File: src/rtl/spu_pkg.sv
// Shared types, sizes and hazard helpers for the SPU dual-issue scoreboard.
// Latency: combinational helpers only, no state.
// Backpressure: none; callers gate issue on the hazard_free result.
package spu_pkg;

   localparam int NREGS    = 128;  // GPRs tracked
   localparam int REGBITS  = 7;    // register index width
   localparam int LAT_BITS = 3;    // latency field width, max latency 7

   // One decode slot as presented to the scoreboard.
   typedef struct packed {
      logic                valid;
      logic [REGBITS-1:0]  ra;
      logic [REGBITS-1:0]  rb;
      logic [REGBITS-1:0]  rt;
      logic                use_ra;
      logic                use_rb;
      logic                wr_rt;
      logic [LAT_BITS-1:0] lat;
   } slot_t;

   // A write to r0 or with zero latency never occupies a scoreboard entry.
   function automatic logic eff_write(input slot_t s);
      return s.wr_rt && (s.rt != '0) && (s.lat != '0);
   endfunction

   // Sources ready and destination free. busy[0] is always 0, so r0 is
   // implicitly ready.
   function automatic logic hazard_free(input slot_t s, input logic [NREGS-1:0] busy);
      return (!s.use_ra || !busy[s.ra]) &&
             (!s.use_rb || !busy[s.rb]) &&
             (!eff_write(s) || !busy[s.rt]);
   endfunction

endpackage

File: src/rtl/spu_sb_entry.sv
// Single register latency countdown: loads on set, counts down to 0, cleared by flush.
// Latency: cnt updates on the rising edge after set/flush.
// Backpressure: none; the issuing logic guarantees set only when cnt == 0.
// Ports: clk, rst_n (async active-low), flush, set, set_lat, cnt (current countdown).
module spu_sb_entry
   import spu_pkg::*;
(
   input  logic                clk,
   input  logic                rst_n,
   input  logic                flush,
   input  logic                set,
   input  logic [LAT_BITS-1:0] set_lat,
   output logic [LAT_BITS-1:0] cnt
);

   always_ff @(posedge clk or negedge rst_n) begin
      if (!rst_n)
         cnt <= '0;
      else if (flush)
         cnt <= '0;
      else if (set)
         cnt <= set_lat;
      else if (cnt != '0)
         cnt <= cnt - 1'b1;
   end

endmodule

File: src/rtl/spu_issue_scoreboard.sv
// Dual-issue scoreboard: grants even (slot 0) and odd (slot 1, younger) pipes
// under RAW/WAW/intra-pair/program-order rules. Grants are combinational,
// busy_vec reflects state updated on the rising edge. A slot is held upstream
// until granted; flush or reset suppresses all grants.
// Ports: clk, rst_n, slot 0/1 fields (valid, ra, rb, rt, use_ra, use_rb,
// wr_rt, lat), flush, issue_0/1, busy_vec, stall_cnt_0/1.
// Optional: define SPU_STALL_CNT_EN to build the per-slot stall counters;
// otherwise stall_cnt_0/1 are tied to 0.
module spu_issue_scoreboard
   import spu_pkg::*;
(
   input  logic                clk,
   input  logic                rst_n,
   input  logic                valid_0,
   input  logic [REGBITS-1:0]  ra_0,
   input  logic [REGBITS-1:0]  rb_0,
   input  logic [REGBITS-1:0]  rt_0,
   input  logic                use_ra_0,
   input  logic                use_rb_0,
   input  logic                wr_rt_0,
   input  logic [LAT_BITS-1:0] lat_0,
   input  logic                valid_1,
   input  logic [REGBITS-1:0]  ra_1,
   input  logic [REGBITS-1:0]  rb_1,
   input  logic [REGBITS-1:0]  rt_1,
   input  logic                use_ra_1,
   input  logic                use_rb_1,
   input  logic                wr_rt_1,
   input  logic [LAT_BITS-1:0] lat_1,
   input  logic                flush,
   output logic                issue_0,
   output logic                issue_1,
   output logic [NREGS-1:0]    busy_vec,
   output logic [31:0]         stall_cnt_0,
   output logic [31:0]         stall_cnt_1
);

   slot_t s0, s1;
   logic  eff0, eff1;
   logic  pair_hazard;

   assign s0 = '{valid: valid_0, ra: ra_0, rb: rb_0, rt: rt_0, use_ra: use_ra_0,
                 use_rb: use_rb_0, wr_rt: wr_rt_0, lat: lat_0};
   assign s1 = '{valid: valid_1, ra: ra_1, rb: rb_1, rt: rt_1, use_ra: use_ra_1,
                 use_rb: use_rb_1, wr_rt: wr_rt_1, lat: lat_1};

   assign eff0 = eff_write(s0);
   assign eff1 = eff_write(s1);

   // Slot 1 cannot consume or overwrite the result of the slot 0 instruction
   // issuing alongside it, since there is no forwarding inside the pair.
   assign pair_hazard = issue_0 && eff0 &&
                        ((s1.use_ra && (s1.ra == s0.rt)) ||
                         (s1.use_rb && (s1.rb == s0.rt)) ||
                         (eff1 && (s1.rt == s0.rt)));

   // rst_n gates the grants so they drop asynchronously with reset.
   assign issue_0 = rst_n && s0.valid && !flush && hazard_free(s0, busy_vec);

   // Program order: the younger slot never overtakes a held older slot.
   assign issue_1 = rst_n && s1.valid && !flush && (issue_0 || !s0.valid) &&
                    hazard_free(s1, busy_vec) && !pair_hazard;

   assign busy_vec[0] = 1'b0;

   for (genvar r = 1; r < NREGS; r++) begin : g_entry
      logic                set0, set1;
      logic [LAT_BITS-1:0] cnt;

      // set0 and set1 are mutually exclusive for a given r (intra-pair WAW).
      assign set0 = issue_0 && eff0 && (s0.rt == REGBITS'(r));
      assign set1 = issue_1 && eff1 && (s1.rt == REGBITS'(r));

      spu_sb_entry u_entry (
         .clk     (clk),
         .rst_n   (rst_n),
         .flush   (flush),
         .set     (set0 || set1),
         .set_lat (set0 ? s0.lat : s1.lat),
         .cnt     (cnt)
      );

      assign busy_vec[r] = (cnt != '0);
   end

`ifdef SPU_STALL_CNT_EN
   logic [31:0] stall_q_0, stall_q_1;

   // Flush cycles are not stalls; counters wrap naturally at 2^32.
   always_ff @(posedge clk or negedge rst_n) begin
      if (!rst_n) begin
         stall_q_0 <= '0;
         stall_q_1 <= '0;
      end else begin
         if (valid_0 && !issue_0 && !flush)
            stall_q_0 <= stall_q_0 + 32'd1;
         if (valid_1 && !issue_1 && !flush)
            stall_q_1 <= stall_q_1 + 32'd1;
      end
   end

   assign stall_cnt_0 = stall_q_0;
   assign stall_cnt_1 = stall_q_1;
`else
   assign stall_cnt_0 = '0;
   assign stall_cnt_1 = '0;
`endif

endmodule

File: config.mk
export PLATFORM = sky130hd
export DESIGN_NAME = spu_issue_scoreboard
export DESIGN_NICKNAME = d
export VERILOG_FILES = /design/src/rtl/spu_pkg.sv /design/src/rtl/spu_sb_entry.sv /design/src/rtl/spu_issue_scoreboard.sv
export SDC_FILE = /design/constraint.sdc
export NUM_CORES = 2
export LEC_CHECK = 0
export CAP_MARGIN = 20
export CORE_AREA = 8 8 365 367
export CTS_CLUSTER_SIZE = 25
export DETAILED_ROUTE_END_ITERATION = 7
export DIE_AREA = 0 0 373 375
export HOLD_SLACK_MARGIN = 0.02
export PLACE_DENSITY_LB_ADDON = 0.15
export SYNTH_ARGS = -nofsm -noshare
export SYNTH_HDL_FRONTEND = slang
export SYNTH_HIERARCHICAL = 1
export SYNTH_SLANG_ARGS = --single-unit
File: constraint.sdc
create_clock -name clk -period 6.2 [get_ports clk]
set_input_delay 1.24 -clock clk [delete_from_list [all_inputs] [get_ports clk]]
set_output_delay 1.24 -clock clk [all_outputs]
set_load 0.01 [all_outputs]
==> impl_summary.txt <==
----------------------------------------------------
[Pwr]
  VDD IR-drop max ... 264 uV
  Pwr/cell area ... 479 nW/um^2
  Static leakage power ... 21.9 nW

[Worst setup path]
  Cell mode on critical path ... buf_4
  Worst reg2reg path startpoint ... g_entry[91].u_entry/cnt[0]
  Cell-by-cell listing of the critical path ... clkdlybuf4s50_1 -> buf_4 -> nand2b_2 -> o31ai_1 -> a211oi_1 -> a211oi_1 -> a311oi_1 -> buf_4 -> a41oi_4 -> buf_12 -> nor2b_4 -> nand2_1 -> a21oi_2 -> buf_4 -> clkdlybuf4s50_1
  Crit path required time ... 4.96 ns
  Largest delay share family, worst path ... compound AO/OA/AOI/OAI gates
  CP startpoint kind ... primary input
  Critical path start-end classification ... primary input to output pin
  Total buffers and inverters traversed by the critical path ... 6
  Critical path fanouts, max ... 14
  FF-to-FF setup slack ... 0.74 ns
  Launching element of the worst setup path ... ra_0[2]
  Crit path DAT ... 4.97 ns
  Critical R2R Capture ... g_entry[102].u_entry/cnt[1]
  Worst reg2reg path depth ... 14
  CP Capture Type ... output pin
  Maximum single-stage delay on the critical path ... 0.64 ns
  Critical-path top delay cell ... a211oi_1

[STA]
  Final period demand of the worst path ... 6.21 ns
  Setup slack of the critical path after layout ... -0.0121 ns
  Achievable frequency ... 161 MHz
  Max-slew headroom at the worst pin ... 17.6%
  Number of setup violations in the final report ... 2
  Slew at the pin with the worst max-slew slack ... 1.24 ns
  Final worst path period share ... 100%
  Final Slew Violations ... 0
  Worst clock skew on the final layout ... 0.0300 ns
  TNS Setup ... -0.0136 ns
  Number of hold violations in the final report ... 0
  Setup repair after global routing missed its margin ... false

[Global routing]
  Overflow left after global routing ... 0
  Largest net degree at the start of global routing ... 183
  Total global-route track usage ... 32.5%
  First-pass GRT wire length ... 335000 microns
  Number of global-route vias before repair ... 42800
  Initial antenna violation count ... 20

[Logic synthesis]
  Most common flop cell mapped by yosys ... dfrtp_1
  Mux share of post-synthesis cell area ... 14.9%
  Post-Synthesis Cells ... 5100
  Yosys Warn Count ... 6
  EDFF count, synth ... 0
  Per-instance average area after synthesis ... 8.65 sq um
  Simple-Gate Fraction of Synth Area ... 25.7%
  Post-synth ARST share ... 100%
  Adder-cell share of the synthesized area ... 7.20%
  Post-synthesis sequential area ratio ... 21.6%
  Number of synthesized register bits ... 381
  Netlist Area Pre-Place ... 44100 sq um
  Fraction of the mapped netlist area in compound gates ... 17.8%
  Dominant combinational cell family by area after synthesis ... simple AND/OR/NAND/NOR gates
  XOR/XNOR share of the synthesized area ... 2.92%
  Library cells used by synthesis ... 105

[Clocking]
  TritonCTS clock tree ... yes
  Clock input transition at the sequential cells of the worst setup and hold paths ... 0.06 ns
  Skew-Pair Late Insertion Delay ... 0.68 ns
  Sinks on Clock Net ... 381
  Deepest clock path buffer count ... 3
  Clock tree root driver cell ... clkbuf_16
  Cts bufs inserted ... 55
  H-tree depth ... 2

[Floorplan]
  Number of top-level pins ... 253
  Width of the die ... 373 microns
  Area of the die ... 140000 sq um
  Starting density of the core ... 34.7%
  Core region area ... 127000 sq um
  Vertical extent of the die ... 375 microns
  Placement Rows ... 131

[Drt]
  Total via count after detailed routing ... 45000
  ANT nets after route ... 0
  Detailed-routing iteration count for the pre-antenna-repair pass ... 6
  Routed length per instance ... 32.8 microns
  DR DRC count ... 0
  Number of DRC markers in iteration 0 ... 5286
  DRT Wirelength ... 239000 microns
  Avg Vias per Cell ... 6.15

[Finish]
  Largest registers in the final layout ... g_entry.u_entry/cnt x381
  Register bank with the most flops ... g_entry.u_entry/cnt
  Fraction of layout cells with a size suffix above 1 ... 24.0%
  Number of standard cells in the final layout excluding fillers ... 7308
  Area overhead of the layout relative to synthesis ... 21.4%
  Max FFs per register ... 381
  Final net count ... 5895

[Placement]
  Routability Congestion ... 1.11
  Number of buffer cells added on primary ports ... 187
  Dpl hpwl ... 172000 microns
  Cell Count Post-Placement ... 7178

[Status]
  Violated checks ... negative setup slack
  Run status ... complete, but fails checks

[Run]
  Maxcap violations ... 0

[Min path]
  Classification of the worst-slack hold path ... primary input to async pin

----------------------------------------------------
-- layout by cell type (no fill, tap or decap), types with 57 or more instances in the layout --
cell type	n
clkdlybuf4s50_1	165
o21ai_0	67
inv_1	596
a311oi_1	134
or2_0	126
o22ai_1	70
nand3b_1	259
o32ai_1	77
mux2_2	271
mux2_1	70
o31ai_1	164
o41ai_2	126
xor2_1	134
nand3_1	211
buf_4	587
clkbuf_16	57
mux2i_1	64
nand2_1	271
nor3_1	124
nor4_1	110
nor2b_1	269
and2b_1	126
dfrtp_1	381
mux4_2	58
ha_1	254
conb_1	65
nor2_1	84
-- stage by stage --
step	power [mW]	instance area (sq um)	hold WS [ns]	util, %	setup WS [ns]
after floorplan	13.3	44400	0.526	-	0.907
after global placement	21.4	51400	0.555	40.5	-0.369
after detailed placement	21.5	51400	0.559	40.5	-0.336
after CTS	25.1	53300	0.395	42.0	0.00271
after global routing	26.7	53500	0.427	42.1	0.0452
final	25.7	53600	0.417	42.2	-0.0121
-- per-layer routing --
metal	part of all wire (%)	vias up	routed length, microns	track usage, %
li1	-	19500	-	-
met1	42	22200	100000	42.3
met2	40	2435	96700	46.8
met3	9.6	749	22900	9.03
met4	8.2	10	19500	21.3
met5	0.026	-	63	0
-- worst reg2reg max path: stages, from the launching register on --
cell	delay, ns
dfrtp_1	0.42
or3_1	0.68
mux4_2	0.56
mux2i_1	0.21
a211oi_1	0.19
o311a_1	0.39
a222oi_1	0.56
and3_4	0.30
buf_4	0.51
nand4_1	0.17
buf_4	0.21
o31ai_1	0.58
buf_4	0.28
inv_1	0.05
a311oi_1	0.22
-- area by class of cell --
| type | instances | area (sq um) |
|---|---|---|
| Timing Repair Buffer | 804 | 6890 |
| Fill cell | 12600 | 73500 |
| Antenna cell | 18 | 45.0 |
| Clock inverter | 17 | 208 |
| Sequential cell | 381 | 9530 |
| Inverter | 605 | 2280 |
| Multi-Input combinational cell | 3735 | 30800 |
| Clock buffer | 86 | 1710 |
| Tap cell | 1662 | 2080 |
-- synthesized netlist by cell type (all sizes together), types with 12 or more instances --
cell / number / area (sq um)
dfrtp: 381 / 9530
o32ai: 78 / 691
a2111oi: 18 / 158
ha: 254 / 3180
nand4: 36 / 225
mux2i: 64 / 641
mux4: 58 / 1310
inv: 601 / 2260
nor2b: 272 / 1700
xnor2: 13 / 114
a31oi: 16 / 100
and2b: 126 / 946
a21oi: 29 / 145
o21ai: 71 / 359
or3: 59 / 369
nor4b: 17 / 164
mux2: 394 / 4640
o22ai: 71 / 450
o41ai: 128 / 2070
nor2: 93 / 352
nand2: 272 / 1020
a211oi: 36 / 270
o31ai: 164 / 1230
or2: 137 / 857
a221oi: 16 / 140
xor2: 134 / 1170
and3: 12 / 75.1
nand2b: 31 / 194
clkbuf: 267 / 1000
nand3b: 259 / 1940
a22oi: 15 / 113
nand3: 231 / 1410
nor3: 147 / 741
nor4: 116 / 777
o211ai: 17 / 128
a311oi: 137 / 1210
buf: 176 / 1060
-- worst max path at each step --
stage | endpoint | slack, ns | cells past startpoint
final | issue_0 | -0.01 | 15
after global placement | issue_1 | -0.37 | 12
after global routing | issue_0 | 0.05 | 14
after floorplan | issue_1 | 0.91 | 14
after detailed placement | issue_1 | -0.34 | 12
after CTS | issue_1 | 0.003 | 12
-- power breakdown --
group | internal [mW] | switching [mW] | total (mW)
logic | 6.77 | 10.8 | 17.6
clock network | 2.02 | 1.40 | 3.42
registers | 3.60 | 1.08 | 4.68
total | 12.4 | 13.3 | 25.7
-- timing repair --
item / CTS / global route
hold buffers: 0 / 0
gates resized for setup: 12 / 23
pin swaps: 1 / 1
setup buffers: 1 / 6
endpoints found under the setup margin: 1 / 2
cloned: 0 / 1
-- cell families after synthesis --
logic type | Yosys count
and+or+nand+nor | 1873
buffers and inverters | 1048
AOI/OAI and AO/OA | 880
muxes | 516
DFF | 381
adders and majority gates | 254
xor gates and xnor gates | 147
other | 1
(Power assumes the default switching activity.)
